### src/rtl/bc_pkg.sv
// Shared types and helpers for the Bulls-and-Cows round controller.
// BC_DUP_REJECT_EN (optional, see bc_round_ctrl) does not affect this package.
package bc_pkg;

  localparam int NUM_DIGITS = 4;
  localparam int BCD_W      = 4;
  localparam int NUM_KEYS   = 10;

  typedef enum logic [2:0] {
    IDLE  = 3'd0,
    ENTRY = 3'd1,
    CHECK = 3'd2,
    WAIT  = 3'd3,
    WIN   = 3'd4,
    LOSE  = 3'd5
  } state_e;

  // Only meaningful for a one-hot input; the highest set bit wins otherwise.
  function automatic logic [BCD_W-1:0] onehot_to_bcd(input logic [NUM_KEYS-1:0] oh);
    logic [BCD_W-1:0] code;
    code = '0;
    for (int i = 0; i < NUM_KEYS; i++) begin
      if (oh[i]) code = BCD_W'(i);
    end
    return code;
  endfunction

endpackage

### src/rtl/bc_key_edge.sv
// Key/start edge detector: single-key press strobe with BCD code, and start edge.
// BC_DUP_REJECT_EN (optional, see bc_round_ctrl) does not affect this module.
module bc_key_edge
  import bc_pkg::*;
(
  input  logic                clk_i,
  input  logic                rst_i,
  input  logic [NUM_KEYS-1:0] key_i,
  input  logic                start_i,
  output logic                press_o,
  output logic [BCD_W-1:0]    digit_o,
  output logic                start_edge_o
);

  logic [NUM_KEYS-1:0] key_q;
  logic                start_q;
  logic [NUM_KEYS-1:0] rise;

  always_ff @(posedge clk_i) begin
    if (rst_i) begin
      key_q   <= '0;
      start_q <= 1'b0;
    end else begin
      key_q   <= key_i;
      start_q <= start_i;
    end
  end

  assign rise = key_i & ~key_q;

  // Two or more keys rising together is treated as no press at all.
  assign press_o      = $onehot(rise);
  assign digit_o      = onehot_to_bcd(rise);
  assign start_edge_o = start_i & ~start_q;

endmodule

### src/rtl/bc_round_ctrl.sv
// Bulls-and-Cows round sequencer: digit entry, guess hand-off, result latch, win/lose.
// Optional macro BC_DUP_REJECT_EN: reject digits already present in the current guess.
//
// state | meaning
// IDLE  | no game since reset
// ENTRY | collecting digits of the current round
// CHECK | guess complete, guess_valid pulse
// WAIT  | waiting RES_LAT cycles for the comparator result
// WIN   | four strikes seen, holding win
// LOSE  | tries exhausted, holding lose
module bc_round_ctrl
  import bc_pkg::*;
#(
  parameter int MAX_TRIES = 10,
  parameter int RES_LAT   = 1
) (
  input  logic                        clk_i,
  input  logic                        rst_i,
  input  logic [NUM_KEYS-1:0]         key_i,
  input  logic                        start_i,
  input  logic [3:0]                  strike_i,
  input  logic [3:0]                  ball_i,
  output logic [NUM_DIGITS*BCD_W-1:0] guess_o,
  output logic                        guess_valid_o,
  output logic [2:0]                  digit_cnt_o,
  output logic [3:0]                  attempts_o,
  output logic [3:0]                  res_strike_o,
  output logic [3:0]                  res_ball_o,
  output logic                        res_valid_o,
  output logic                        dup_err_o,
  output logic                        win_o,
  output logic                        lose_o
);

  if (MAX_TRIES < 1 || MAX_TRIES > 15) begin : g_bad_max_tries
    $error("bc_round_ctrl: MAX_TRIES must be in 1..15");
  end
  if (RES_LAT < 1 || RES_LAT > 3) begin : g_bad_res_lat
    $error("bc_round_ctrl: RES_LAT must be in 1..3");
  end

  localparam logic [3:0] MAX_TRIES_C = 4'(MAX_TRIES);
  localparam logic [1:0] LAT_LOAD_C  = 2'(RES_LAT - 1);
  localparam logic [2:0] LAST_SLOT_C = 3'(NUM_DIGITS - 1);

  logic             press;
  logic [BCD_W-1:0] key_digit;
  logic             start_edge;

  bc_key_edge u_key_edge (
    .clk_i        (clk_i),
    .rst_i        (rst_i),
    .key_i        (key_i),
    .start_i      (start_i),
    .press_o      (press),
    .digit_o      (key_digit),
    .start_edge_o (start_edge)
  );

  state_e                        state_q;
  logic [NUM_DIGITS*BCD_W-1:0]   guess_q, guess_d;
  logic [2:0]                    digit_cnt_q, digit_cnt_d;
  logic [3:0]                    attempts_q, attempts_d;
  logic [3:0]                    res_strike_q, res_ball_q;
  logic                          res_valid_q;
  logic                          guess_valid_q;
  logic                          dup_err_q;
  logic                          win_q, lose_q;
  logic [1:0]                    lat_cnt_q;
  logic                          dup_hit;

  // Slot n lives at the n-th nibble from the top of the packed guess.
  always_comb begin
    guess_d = guess_q;
    for (int i = 0; i < NUM_DIGITS; i++) begin
      if (digit_cnt_q == 3'(i)) guess_d[(NUM_DIGITS-1-i)*BCD_W +: BCD_W] = key_digit;
    end
  end

  assign digit_cnt_d = digit_cnt_q + 3'd1;
  assign attempts_d  = (attempts_q == 4'hF) ? attempts_q : attempts_q + 4'd1;

`ifdef BC_DUP_REJECT_EN
  always_comb begin
    dup_hit = 1'b0;
    for (int i = 0; i < NUM_DIGITS; i++) begin
      if ((3'(i) < digit_cnt_q) &&
          (guess_q[(NUM_DIGITS-1-i)*BCD_W +: BCD_W] == key_digit)) dup_hit = 1'b1;
    end
  end
`else
  assign dup_hit = 1'b0;
`endif

  always_ff @(posedge clk_i) begin
    if (rst_i) begin
      state_q       <= IDLE;
      guess_q       <= '0;
      digit_cnt_q   <= '0;
      attempts_q    <= '0;
      res_strike_q  <= '0;
      res_ball_q    <= '0;
      res_valid_q   <= 1'b0;
      guess_valid_q <= 1'b0;
      dup_err_q     <= 1'b0;
      win_q         <= 1'b0;
      lose_q        <= 1'b0;
      lat_cnt_q     <= '0;
    end else begin
      guess_valid_q <= 1'b0;
      dup_err_q     <= 1'b0;
      // A start edge overrides everything, including a key edge in the same cycle.
      if (start_edge) begin
        state_q     <= ENTRY;
        guess_q     <= '0;
        digit_cnt_q <= '0;
        attempts_q  <= '0;
        res_valid_q <= 1'b0;
        win_q       <= 1'b0;
        lose_q      <= 1'b0;
        lat_cnt_q   <= '0;
      end else begin
        case (state_q)
          ENTRY: begin
            if (press) begin
              if (dup_hit) begin
                dup_err_q <= 1'b1;
              end else begin
                guess_q     <= guess_d;
                digit_cnt_q <= digit_cnt_d;
                if (digit_cnt_q == LAST_SLOT_C) begin
                  state_q       <= CHECK;
                  guess_valid_q <= 1'b1;
                end
              end
            end
          end
          CHECK: begin
            state_q   <= WAIT;
            lat_cnt_q <= LAT_LOAD_C;
          end
          WAIT: begin
            if (lat_cnt_q != 2'd0) begin
              lat_cnt_q <= lat_cnt_q - 2'd1;
            end else begin
              res_strike_q <= strike_i;
              res_ball_q   <= ball_i;
              res_valid_q  <= 1'b1;
              attempts_q   <= attempts_d;
              if (strike_i == 4'd4) begin
                state_q <= WIN;
                win_q   <= 1'b1;
              end else if (attempts_d == MAX_TRIES_C) begin
                state_q <= LOSE;
                lose_q  <= 1'b1;
              end else begin
                state_q     <= ENTRY;
                digit_cnt_q <= '0;
              end
            end
          end
          IDLE, WIN, LOSE: begin
          end
          default: state_q <= IDLE;
        endcase
      end
    end
  end

  assign guess_o       = guess_q;
  assign guess_valid_o = guess_valid_q;
  assign digit_cnt_o   = digit_cnt_q;
  assign attempts_o    = attempts_q;
  assign res_strike_o  = res_strike_q;
  assign res_ball_o    = res_ball_q;
  assign res_valid_o   = res_valid_q;
  assign dup_err_o     = dup_err_q;
  assign win_o         = win_q;
  assign lose_o        = lose_q;

endmodule

### config.mk
export PLATFORM = sky130hd
export DESIGN_NAME = bc_round_ctrl
export DESIGN_NICKNAME = d
export VERILOG_FILES = /design/src/rtl/bc_pkg.sv /design/src/rtl/bc_key_edge.sv /design/src/rtl/bc_round_ctrl.sv
export SDC_FILE = /design/constraint.sdc
export NUM_CORES = 1
export LEC_CHECK = 0
export BUFFER_PORTS_ARGS = -buffer_cell sky130_fd_sc_hd__buf_2
export CORE_MARGIN = 2
export CORE_UTILIZATION = 40
export DETAILED_ROUTE_END_ITERATION = 10
export GPL_TIMING_DRIVEN = 1
export PLACE_DENSITY_LB_ADDON = 0.08
export SLEW_MARGIN = 25
export SYNTH_ARGS = -nofsm -noshare
export SYNTH_HDL_FRONTEND = slang
export SYNTH_HIERARCHICAL = 1
export SYNTH_SLANG_ARGS = --single-unit
### constraint.sdc
create_clock -name clk_i -period 6.1 [get_ports clk_i]
set_input_delay 0.305 -clock clk_i [delete_from_list [all_inputs] [get_ports clk_i]]
set_output_delay 0.305 -clock clk_i [all_outputs]
set_load 0.005 [all_outputs]
======== After elaboration in Yosys (flattened, before gate mapping) ========
Cells that the tools add are included.
Widths: inputs -> output; s select.
storage, ports and cells
  input port bits ......................... 21
  register bits after elaboration ......... 51
  word-level logic and storage cells ...... 106
operators by class
  reductions and logical operators ........ 20
  equal/unequal tests ..................... 22
  add/sub/neg operators ................... 12
  bitwise logic cells ..................... 10
  mux-type cells .......................... 25
operators by type and width
  kind                 number
  $mux 3               13
  $reduce_and 3->1     6
  $add 4x4->4          4
  $ne 2x2->1 const B   7
  $eq 3x2->1 const B   4
  $mux 4               3
  $pmux 3 s4           1
  $reduce_and 4->1     3
  $add 1x1->2          5
  $and 10x10->10       1
  $not 10->10          1
  $ne 3x3->1 const B   3
  $eq 4x4->1 const B   2
  $not 1->1            7
  $eq 3x1->1 const B   2
  $eq 3x3->1 const B   2
  $logic_not 3->1      2
  $mux 2               3
  $pmux 3 s2           1
  $reduce_bool 2->1    3
  $reduce_and 5->1     1
  $add 4x1->4 const B  1
  $eq 4x1->1 const B   1
  $eq 4x3->1 const B   1
  other kinds (9)      12

======== Logic depth before layout (Yosys ltp) ========
Gate-level depths: netlist of run 1.
  depth after elaboration ................. 11
  mapped depth ............................ 18

======== Hierarchy ========
The synthesis of run 1 kept the hierarchy.
by module, submodules not included
  module         seq. area each (µm²)  times used  area each (µm²)  cells an instance
  bc_round_ctrl  800.8                 1           1,825.5          190
  bc_key_edge    220.2                 1           724.4            76

======== Worst setup path after synthesis of run 1 ========
Ideal clock, no wire load.
  path kind ............................... input -> register
  start point ............................. input port key_i[5]
  end point ............................... register guess_q[11] (netlist: guess_o[11])
  buffers on the path ..................... 1
  stages .................................. 17
  data arrival time ....................... 3.761 ns
  path slack .............................. 2.222 ns
  library setup time ...................... 0.117 ns
  required time ........................... 5.983 ns
  path through ............................ nor2b_1 > fa_1 > fa_1 > inv_1 > fa_1 > inv_1 > ha_1 > inv_1 > fa_1 > xor2_1 > nand3_1 > nor2_1 > and4bb_1 > buf_6 > nand3_4 > mux2i_1 > nor2_1
on the way
  cells in the longest elaborated chain, start to end .. 7
ends and longest elaborated chain
  what                                            RTL line              text
  start: declaration                              bc_round_ctrl.sv:19   input logic [NUM_KEYS-1:0] key_i,
  $and 10x10->10                                  bc_key_edge.sv:29     assign rise = key_i & ~key_q;
  $add 1x1->2 (implied by the code)               bc_key_edge.sv:32     assign press_o = $onehot(rise);
  $add 4x4->4 (implied by the code) (3 in a row)  bc_key_edge.sv:32
  $eq 4x1->1                                      bc_key_edge.sv:32
  via press                                       bc_round_ctrl.sv:46   logic press;
  $reduce_and 3->1 (no source line)               --
  end signal: assignment                          bc_round_ctrl.sv:129  guess_q <= guess_d;
  end: declaration                                bc_round_ctrl.sv:61   logic [NUM_DIGITS*BCD_W-1:0] guess_q, guess_d;
The timed path passes the listed nets, and every way through them passes these cells.
A chain may end at the register's enable or synchronous reset.

======== Worst setup path after layout of run 1 ========
  start point ............................. register u_key_edge.key_q[5]
  end point ............................... register state_q[0]
on the way
  cells in the longest elaborated chain, start to end .. 9
ends and longest elaborated chain
  what                                            RTL line              text
  start: declaration                              bc_key_edge.sv:15     logic [NUM_KEYS-1:0] key_q;
  start signal: assignment                        bc_key_edge.sv:24     key_q <= key_i;
  $not 10->10                                     bc_key_edge.sv:29
  $and 10x10->10                                  bc_key_edge.sv:29
  $add 1x1->2 (implied by the code)               bc_key_edge.sv:32
  $add 4x4->4 (implied by the code) (3 in a row)  bc_key_edge.sv:32
  $eq 4x1->1                                      bc_key_edge.sv:32
  via press                                       bc_round_ctrl.sv:46
  $ne 3x3->1 (no source line)                     --
  $reduce_and 4->1 (no source line)               --
  end signal: assignment                          bc_round_ctrl.sv:97   state_q <= IDLE;
  end signal: assignment                          bc_round_ctrl.sv:114  state_q <= ENTRY;
  end signal: assignment                          bc_round_ctrl.sv:132  state_q <= CHECK;
  end: declaration                                bc_round_ctrl.sv:60   state_e state_q;
The timed path passes the listed nets, and every way through them passes these cells.

==> results.toml, run 1 <==
[sta]
min_period_ns = 4.40
setup_tns_ns = 0
post-route-period-util_pct = 72.1
slew_violations = 0
setup_viol = 0
max_slew_margin_pct = 42.6
worst_pin_slew_ns = 0.852
rsz0062_at_grt = "false"
fmax_mhz = 227
fin_skew_ns = 0.0100
final_hold_viol_count = 0

[power]
power_mw = 0.657
peakVddDrop_mv = 0.107
p_leak_nw = 1.39
power-per-cell-area_mw_per_mm2 = 222

[detailed_routing]
num_vias = 1914
drt_drc_violations_left = 0
met1_length_um = 2480
antenna_left = 0
routed.top_layer = "met4"
wl_per_cell_um = 12.7
first_pass_iters = 4
vias_per_cell = 4.83
wl_met3_um = 263
route.met2.wl_um = 2250
drtIter0Drc = 99
wirelength_um = 5050

[layout]
num-nets-final = 362
drive_gt1_share_pct = 24.1
syn2layout_area_growth_pct = 15.9
nFillCells = 631
antennaDiodeCount = 0

[worst_setup_path]
critical_path.endpoint_type = "flip-flop"
critPathKind = "flip-flop to flip-flop"
cp_max_fo = 8
critPathLaunch = "u_key_edge/key_q[5]"
r2r-start = "u_key_edge/key_q[5]"
r2r_slack_ns = 1.70
start_kind = "flip-flop"
cp_data_arrival_time_ns = 4.58
required_ns = 6.29

[synthesis]
synth_top_family_by_area = "simple AND/OR/NAND/NOR gates"
synth_warnings = 6
syn_inst = 266
syn_area_mm2 = 0.00255
synth-xor-area-share_pct = 1.03
synth_compound_area_share_pct = 9.81
yosysSeqAreaShare_pct = 40.0
yosys.area_share.simple_pct = 23.3
synthesis.nets = 310
syn_area_per_cell_um2 = 9.59
synth_adder_area_share_pct = 12.8
synth_edf_count = 0
ys_async_sr_fraction_pct = 0
synthFlopType = "dfxtp_1"
synth.distinct_cells = 48
synthMuxAreaShare_pct = 8.24
synth_top_area_cell = "dfxtp_1"
synth_area_leaders = "dfxtp_1 40%, ha_1 8.8%, mux2i_1 8.2%, nor2_1 6.2%, nor2b_1 4.7%"
synth_top_area_share_pct = 40.0
synth-seq-cells = 51

[clocking]
numCtsBuffers = 5
cts_tree = "yes"
clkLatencyLatePin_ns = 0.30
clkSlewWorstSetupHoldPaths_ns = 0.10
cts_root_buffer = "clkbuf_8"
post_cts_buffers = 0
clock_path_buffers = 2
post_cts_resized = 0
cts_max_level = 2
holdBufCountCts = 0
cts.sinks = 51

[worst_hold_path]
holdCritPathClass = "input port to flip-flop"
hold_start = "key_i[6]"

[place]
place_hpwl_um = 3730
portBuffers = 55
gp_congestion = 0.743

[die]
placementRows = 29
dieArea_mm2 = 0.00703
core_area_mm2 = 0.00624
start_util_pct = 40.9
die_y_um = 83.8
die_w_um = 83.8
io-pin-count = 57

[global_routing]
grt_max_degree = 32
grt_use_total_pct = 14.9
antenna_found_initial = 0
first_global_vias = 1804
overflow = 0
grt_first_pass_wirelength_um = 8600

[job]
maxCapViolations = 0

[status]
status = "finished clean"
synthesized netlist by cell type (all sizes together), types with 2 or more instances:
cell type	count
dfxtp	51
nor2	43
mux2i	21
nor2b	21
ha	18
a21oi	17
inv	17
nand2	10
nand3	9
buf	7
fa	5
a31oi	4
nand2b	4
o21ai	4
a211oi	3
clkbuf	3
o211ai	3
a22oi	2
and4b	2
nand4	2
nand4bb	2
nor3	2
xnor2	2
metrics by stage:
stage	instance area [um^2]	util [%]	instances	hold WS, ns	setup slack (ns)
2_1_floorplan	2550	-	266	0.377	2.22
3_3_place_gp	2870	45.9	388	0.444	1.68
3_5_place_dp	2870	45.9	388	0.448	1.54
4_1_cts	2960	47.4	396	0.209	1.66
5_1_grt	2960	47.4	396	0.229	1.31
6_report	2960	47.4	396	0.218	1.70
worst paths after layout:
check                                           end  cells after the start
worst max register to register           state_q[0]                     16
worst min-delay path            u_key_edge/key_q[6]                      2
worst max-delay path                     state_q[0]                     16
worst min register to register           guess_o[3]                      2
flip-flops by register name (all words and copies together) (netlist names), named ones only:
name / cells
attempts_o: 3
digit_cnt_o: 3
u_key_edge/key_q: 10
lose_o: 1
guess_valid_o: 1
lat_cnt_q: 2
win_o: 1
res_valid_o: 1
res_strike_o: 4
state_q: 3
u_key_edge/start_q: 1
res_ball_o: 4
guess_o: 16
logic make-up (layout without fill, tap and decap cells):
logic type	count (synthesis)	count (layout)
buffers and inverters	27	80
multiplexers	21	21
adder cells (fa/ha/maj)	23	23
AND/OR/NAND/NOR	101	101
AO/OA/AOI/OAI	39	39
XOR/XNOR	3	3
flip-flops	51	51
other	1	1
area by class of cell:
class | count | area [um^2] | area share [%]
multi-input combinational | 188 | 1410 | 47.7
sequential | 51 | 1020 | 34.5
timing repair buffer | 55 | 275 | 9.31
tap | 77 | 96.3 | 3.26
clock buffer | 5 | 68.8 | 2.33
inverter | 17 | 63.8 | 2.16
clock inverter | 3 | 20.0 | 0.677
placed cells by master, fill, tap and decap left out, types with 2 or more instances in the layout:
| cell type | synthesis | layout |
|---|---|---|
| a21oi_1 | 17 | 17 |
| nor2b_1 | 19 | 19 |
| nor2_1 | 42 | 42 |
| inv_2 | 2 | 2 |
| and4b_1 | 2 | 2 |
| xnor2_1 | 2 | 2 |
| buf_2 | 5 | 55 |
| o21ai_0 | 2 | 2 |
| nand2_1 | 9 | 9 |
| a22oi_1 | 2 | 2 |
| a211oi_1 | 2 | 2 |
| ha_1 | 18 | 18 |
| mux2i_1 | 21 | 21 |
| clkinvlp_4 | 0 | 2 |
| nand3_4 | 3 | 3 |
| nand2b_1 | 4 | 4 |
| nand4_1 | 2 | 2 |
| o211ai_1 | 3 | 3 |
| dfxtp_1 | 51 | 51 |
| nor3_1 | 2 | 2 |
| clkbuf_8 | 0 | 5 |
| nand3_1 | 6 | 6 |
| o21ai_1 | 2 | 2 |
| nand4bb_1 | 2 | 2 |
| inv_1 | 15 | 15 |
| a31oi_1 | 3 | 3 |
| fa_1 | 5 | 5 |
per-layer routing:
| layer | GRT usage [%] | up-vias |
|---|---|---|
| met5 | 0 | - |
| met4 | 4.40 | 0 |
| met3 | 3.56 | 6 |
| met2 | 23.3 | 43 |
| met1 | 20.6 | 864 |
| li1 | - | 1001 |
worst max-delay path, stage by stage, from the launching register on:
cell and delay [ns]:
dfxtp_1 0.31, nor2b_1 0.30, fa_1 0.48, fa_1 0.51, inv_1 0.05, fa_1 0.45
inv_1 0.07, ha_1 0.15, inv_1 0.05, fa_1 0.37, xor2_1 0.15, nand3_1 0.10
nor2_1 0.31, and4bb_1 0.56, nand2_2 0.22, a31oi_1 0.18, nor2_1 0.05
power by group:
part           internal, mW  switching (mW)
Combinational        0.0498          0.0685
Clock                0.0801           0.115
Sequential            0.339         0.00485
(Power assumes the default switching activity.)
==> inputs of run 2 (changes only) <==
Settings changed: ABC_AREA set to 1.
Clock period 6.1 ns to 4.6 ns, I/O delays scaled along.
==> run 2 against run 1 <==
Die area is 0.74% lower; clock skew is 0.0022 ns higher; synthesized area is 0.79% lower; register-to-register slack worse by 1.0 ns; global-route usage is 0.60 points higher; flip-flop and latch count stayed put; combinational power is 36% higher; first-iteration DRC count is 24% lower.
==> results.toml, run 2 <==
[synthesis]
yosys.area_share.simple_pct = 24.8
synth-seq-cells = 51
yosysSeqAreaShare_pct = 40.4
synth.most_common_cell = "nor2_1"
synth_top_area_cell = "dfxtp_1"
syn_area_per_cell_um2 = 7.57
synth_area_leaders = "dfxtp_1 40%, nor2_1 11%, ha_1 8.9%, inv_1 8.3%, nand2_1 7.0%"
synth_compound_area_share_pct = 11.3
synthFlopType = "dfxtp_1"
synth_edf_count = 0
synth.distinct_cells = 27
syn_area_mm2 = 0.00253
syn_inst = 334
synth-xor-area-share_pct = 0
synthesis.nets = 378
ys_async_sr_fraction_pct = 0
synth_top_area_share_pct = 40.4
synthMuxAreaShare_pct = 0
synth_adder_area_share_pct = 12.9
synthTopCellsByCount = "77 x nor2_1, 56 x inv_1, 51 x dfxtp_1"
synth_top_family_by_area = "simple AND/OR/NAND/NOR gates"
synth_warnings = 6

[layout]
largest_reg_flops = 16
antennaDiodeCount = 0
layout_commonest_cell = "nor2_1"
post-route-util_pct = 49.2
num-nets-final = 435
drive_gt1_share_pct = 21.4
layout_common_cells = "77 x nor2_1, 56 x inv_1, 55 x buf_2"
nFillCells = 622
syn2layout_area_growth_pct = 17.2
area.sequential_mm2 = 0.00102
multi_input_area_mm2 = 0.00124
final_cells = 467
fin_area_mm2 = 0.00297

[job]
maxCapViolations = 0

[clocking]
cts.sinks = 51
post_cts_buffers = 0
holdBufCountCts = 0
clkSlewWorstSetupHoldPaths_ns = 0.10
post_cts_resized = 0
cts_root_buffer = "clkbuf_8"
cts_max_level = 2
clkLatencyLatePin_ns = 0.31
numCtsBuffers = 5
cts_tree = "yes"
clock_path_buffers = 2

[place]
gp_congestion = 0.753
portBuffers = 55
place_hpwl_um = 3920
dp_cells = 459
dpl_cell_area_mm2 = 0.00286

[detailed_routing]
vias_per_cell = 4.53
antenna_left = 0
drtIter0Drc = 75
drt_drc_violations_left = 0
wl_per_cell_um = 10.8
first_pass_iters = 4
wirelength_um = 5060
num_vias = 2117

[worst_setup_path]
critPathKind = "flip-flop to flip-flop"
critPathTopFamily = "adder cells"
required_ns = 4.84
critPathLaunch = "u_key_edge/key_q[5]"
cp_data_arrival_time_ns = 4.17
cp_max_fo = 4
timing.critical_path.slowest_stage_cell = "fa_1"
crit_path_cell_trace = "or2_4 -> inv_1 -> fa_1 -> fa_1 -> inv_1 -> fa_1 -> inv_1 -> ha_1 -> inv_1 -> fa_1 -> nand3_1 -> nor2_1 -> nand2_1 -> nor2_1 -> nand2_1 -> o21ai_0 -> nand2_1 -> a21oi_1 -> nor2_1 -> a21oi_1"
start_kind = "flip-flop"
critical_path.endpoint_type = "flip-flop"
r2r-start = "u_key_edge/key_q[5]"
crit_buf_inv = 4
slowest_delay_ns = 0.51

[sta]
fmax_mhz = 254
setup_viol = 0
slew_violations = 0
rsz0062_at_grt = "false"
fin_skew_ns = 0.0123
setup_tns_ns = 0
post-route-period-util_pct = 85.5
final_hold_viol_count = 0
min_period_ns = 3.93

[power]
peakVddDrop_mv = 0.182
power_mw = 0.911
p_leak_nw = 1.53
power-per-cell-area_mw_per_mm2 = 307

[global_routing]
grt_first_pass_wirelength_um = 8990
overflow = 0
antenna_found_initial = 0
grt_max_degree = 25
grt_use_total_pct = 15.5
first_global_vias = 2044

[die]
core_area_mm2 = 0.00603
die_y_um = 83.5
die_w_um = 83.5
io-pin-count = 57
dieArea_mm2 = 0.00698
placementRows = 28
start_util_pct = 42.0

[worst_hold_path]
hold_start = "key_i[9]"
holdCritPathClass = "input port to flip-flop"

[status]
status = "finished clean"
==> run 2: final cells by class <==
| cell class | instances | area share [%] |
|---|---|---|
| timing repair buffer | 56 | 9.54 |
| clock inverter | 1 | 0.253 |
| sequential | 51 | 34.4 |
| multi-input combinational | 218 | 41.9 |
| clock buffer | 7 | 3.25 |
| tap | 75 | 3.16 |
| inverter | 59 | 7.47 |
==> run 2: worst reg2reg max path: stages (launching register included) <==
cell and delay, ns:
dfxtp_1 0.30, or2_4 0.25, inv_1 0.08, fa_1 0.41, fa_1 0.51, inv_1 0.05
fa_1 0.44, inv_1 0.06, ha_1 0.13, inv_1 0.06, fa_1 0.48, nand3_1 0.08
nor2_1 0.09, nand2_1 0.05, nor2_1 0.12, nand2_1 0.08, o21ai_0 0.23, nand2_1 0.14
a21oi_1 0.14, nor2_1 0.05, a21oi_1 0.12
==> run 2: stage by stage <==
stage | setup WS [ns] | hold WS, ns
after floorplan | 0.891 | 0.302
after global placement | 0.688 | 0.438
after detailed placement | 0.614 | 0.447
after CTS | 0.655 | 0.130
after global routing | 0.367 | 0.153
final | 0.666 | 0.134
==> run 2: cells by family (layout without fill, tap and decap cells) <==
logic type,count (synthesis),in the layout
AOI/OAI and AO/OA,46,46
adders and majority gates,23,23
buffers and inverters,65,123
DFF,51,51
other,1,1
and+or+nand+nor,148,148
==> run 2: metal layers <==
metal	up-vias	GRT usage, %	part of all wire, %
li1	1141	-	-
met1	923	20.1	51
met2	49	25.6	42
met3	4	3.96	5.6
met4	0	4.84	1.1
met5	-	0	0
==> run 2: report_power, final <==
group / total [mW] / internal [mW] / switching (mW) / leakage [nW]
registers: 0.458 / 0.452 / 0.00595 / 0.414
clock network: 0.291 / 0.137 / 0.154 / 0.0505
logic: 0.161 / 0.0640 / 0.0973 / 1.07
==> run 2: worst paths after layout <==
kind | cells past startpoint | endpoint | slack, ns
worst max register to register | 20 | state_q[0] | 0.67
worst min-delay path | 3 | u_key_edge/key_q[9] | 0.13
worst max-delay path | 20 | state_q[0] | 0.67
worst min register to register | 2 | lose_o | 0.46
==> inputs of run 3 (changes only) <==
Settings changed: MAX_ROUTING_LAYER set to met4.
==> run 3 against run 2 <==
Combinational power about the same; sequential share of layout area stayed put; clock skew hardly changed; maximum frequency barely moved.
==> results.toml, run 3 (same netlist as run 2, synthesis figures left out) <==
[status]
status = "finished clean"

[worst_setup_path]
setup.worst_path.end = "state_q[0]"
r2r_slack_ns = 0.67
required_ns = 4.84
crit_path_cell_trace = "or2_4 -> inv_1 -> fa_1 -> fa_1 -> inv_1 -> fa_1 -> inv_1 -> ha_1 -> inv_1 -> fa_1 -> nand3_1 -> nor2_1 -> nand2_1 -> nor2_1 -> nand2_1 -> o21ai_0 -> nand2_1 -> a21oi_1 -> nor2_1 -> a21oi_1"
critPathLaunch = "u_key_edge/key_q[5]"
r2r_cells = 20
crit_buf_inv = 4
critical_path.endpoint_type = "flip-flop"
reg2reg_to = "state_q[0]"
timing.critical_path.slowest_stage_cell = "fa_1"
cp_data_arrival_time_ns = 4.17
r2r-start = "u_key_edge/key_q[5]"
critPathTopFamily = "adder cells"
start_kind = "flip-flop"
critPathKind = "flip-flop to flip-flop"
slowest_delay_ns = 0.51
path_depth = 20
cp_max_fo = 4

[sta]
fin_skew_ns = 0.0119
rsz0062_at_grt = "false"
final_hold_viol_count = 0
setup_tns_ns = 0
fmax_mhz = 254
post-route-period-util_pct = 85.5
min_period_ns = 3.93
slew_violations = 0
fin_hold_ws_ns = 0.135
setup_viol = 0

[layout]
num-nets-final = 435
layout_common_cells = "77 x nor2_1, 56 x inv_1, 55 x buf_2"
drive_gt1_share_pct = 21.4
fin_area_mm2 = 0.00297
layout_commonest_cell = "nor2_1"
nFillCells = 622
antennaDiodeCount = 0
post-route-util_pct = 49.2
syn2layout_area_growth_pct = 17.2
largest_reg_flops = 16

[global_routing]
first_global_vias = 2036
overflow = 0
grt_max_degree = 25
grt_first_pass_wirelength_um = 9030
antenna_found_initial = 0
grt_use_total_pct = 16.0

[detailed_routing]
first_pass_iters = 4
drtIter0Drc = 69
antenna_left = 0
wl_per_cell_um = 10.8
drt_drc_violations_left = 0
vias_per_cell = 4.53
num_vias = 2114
wirelength_um = 5070

[place]
dpl_cell_area_mm2 = 0.00286
gp_congestion = 0.763
portBuffers = 55
place_hpwl_um = 3920

[power]
peakVddDrop_mv = 0.182
power-per-cell-area_mw_per_mm2 = 307
power_mw = 0.910
p_leak_nw = 1.53

[clocking]
cts_root_buffer = "clkbuf_8"
clock_path_buffers = 2
numCtsBuffers = 5
cts_max_level = 2
holdBufCountCts = 0
cts.sinks = 51
post_cts_buffers = 0
post_cts_resized = 0
clkSlewWorstSetupHoldPaths_ns = 0.10
cts_tree = "yes"
clkLatencyLatePin_ns = 0.31

[worst_hold_path]
holdCritPathClass = "input port to flip-flop"

[die]
core_area_mm2 = 0.00603
placementRows = 28
die_y_um = 83.5
start_util_pct = 42.0
die_w_um = 83.5
dieArea_mm2 = 0.00698
io-pin-count = 57

[job]
maxCapViolations = 0
## run 3: cell counts in the layout (fill, tap and decap cells not counted)
Identical to the previous run, type by type.
## run 3: area by class of cell
| type | instances | area [um^2] | area share (%) |
|---|---|---|---|
| sequential | 51 | 1020 | 34.4 |
| timing repair buffer | 56 | 283 | 9.54 |
| clock inverter | 1 | 7.51 | 0.253 |
| clock buffer | 7 | 96.3 | 3.25 |
| multi-input combinational | 218 | 1240 | 41.9 |
| tap | 75 | 93.8 | 3.16 |
| inverter | 59 | 221 | 7.47 |
## run 3: worst min-delay path by stage
stage          startpoint             endpoint  cells past startpoint
2_1_floorplan       rst_i  u_key_edge/key_q[5]                      1
6_report         key_i[9]  u_key_edge/key_q[9]                      3
3_3_place_gp       lose_o               lose_o                      2
4_1_cts          key_i[9]  u_key_edge/key_q[9]                      3
5_1_grt          key_i[7]  u_key_edge/key_q[7]                      3
3_5_place_dp       lose_o               lose_o                      2
## run 3: metal layers
layer	GRT usage (%)	routed length, um	up-vias
li1	-	-	1140
met1	20.4	2600	921
met2	25.4	2140	49
met3	3.76	270	4
met4	4.84	56	0
met5	-	0	-
## run 3: through the flow
step / worst slack [ns] / instances
floorplan: 0.891 / 334
global placement: 0.688 / 459
detailed placement: 0.614 / 459
CTS: 0.655 / 467
global route: 0.362 / 467
finish: 0.666 / 467
## run 3: where the power goes
part	internal [mW]	leakage [nW]	switching, mW
Sequential	0.452	0.414	0.00595
Clock	0.137	0.0505	0.154
Combinational	0.0641	1.07	0.0973
Total	0.654	1.53	0.257
## run 3: worst reg2reg max path: stages, from the launching register on
cell and delay, ns:
dfxtp_1 0.30, or2_4 0.25, inv_1 0.08, fa_1 0.41, fa_1 0.51, inv_1 0.05
fa_1 0.44, inv_1 0.06, ha_1 0.13, inv_1 0.06, fa_1 0.48, nand3_1 0.08
nor2_1 0.09, nand2_1 0.05, nor2_1 0.12, nand2_1 0.08, o21ai_0 0.23, nand2_1 0.14
a21oi_1 0.14, nor2_1 0.05, a21oi_1 0.12
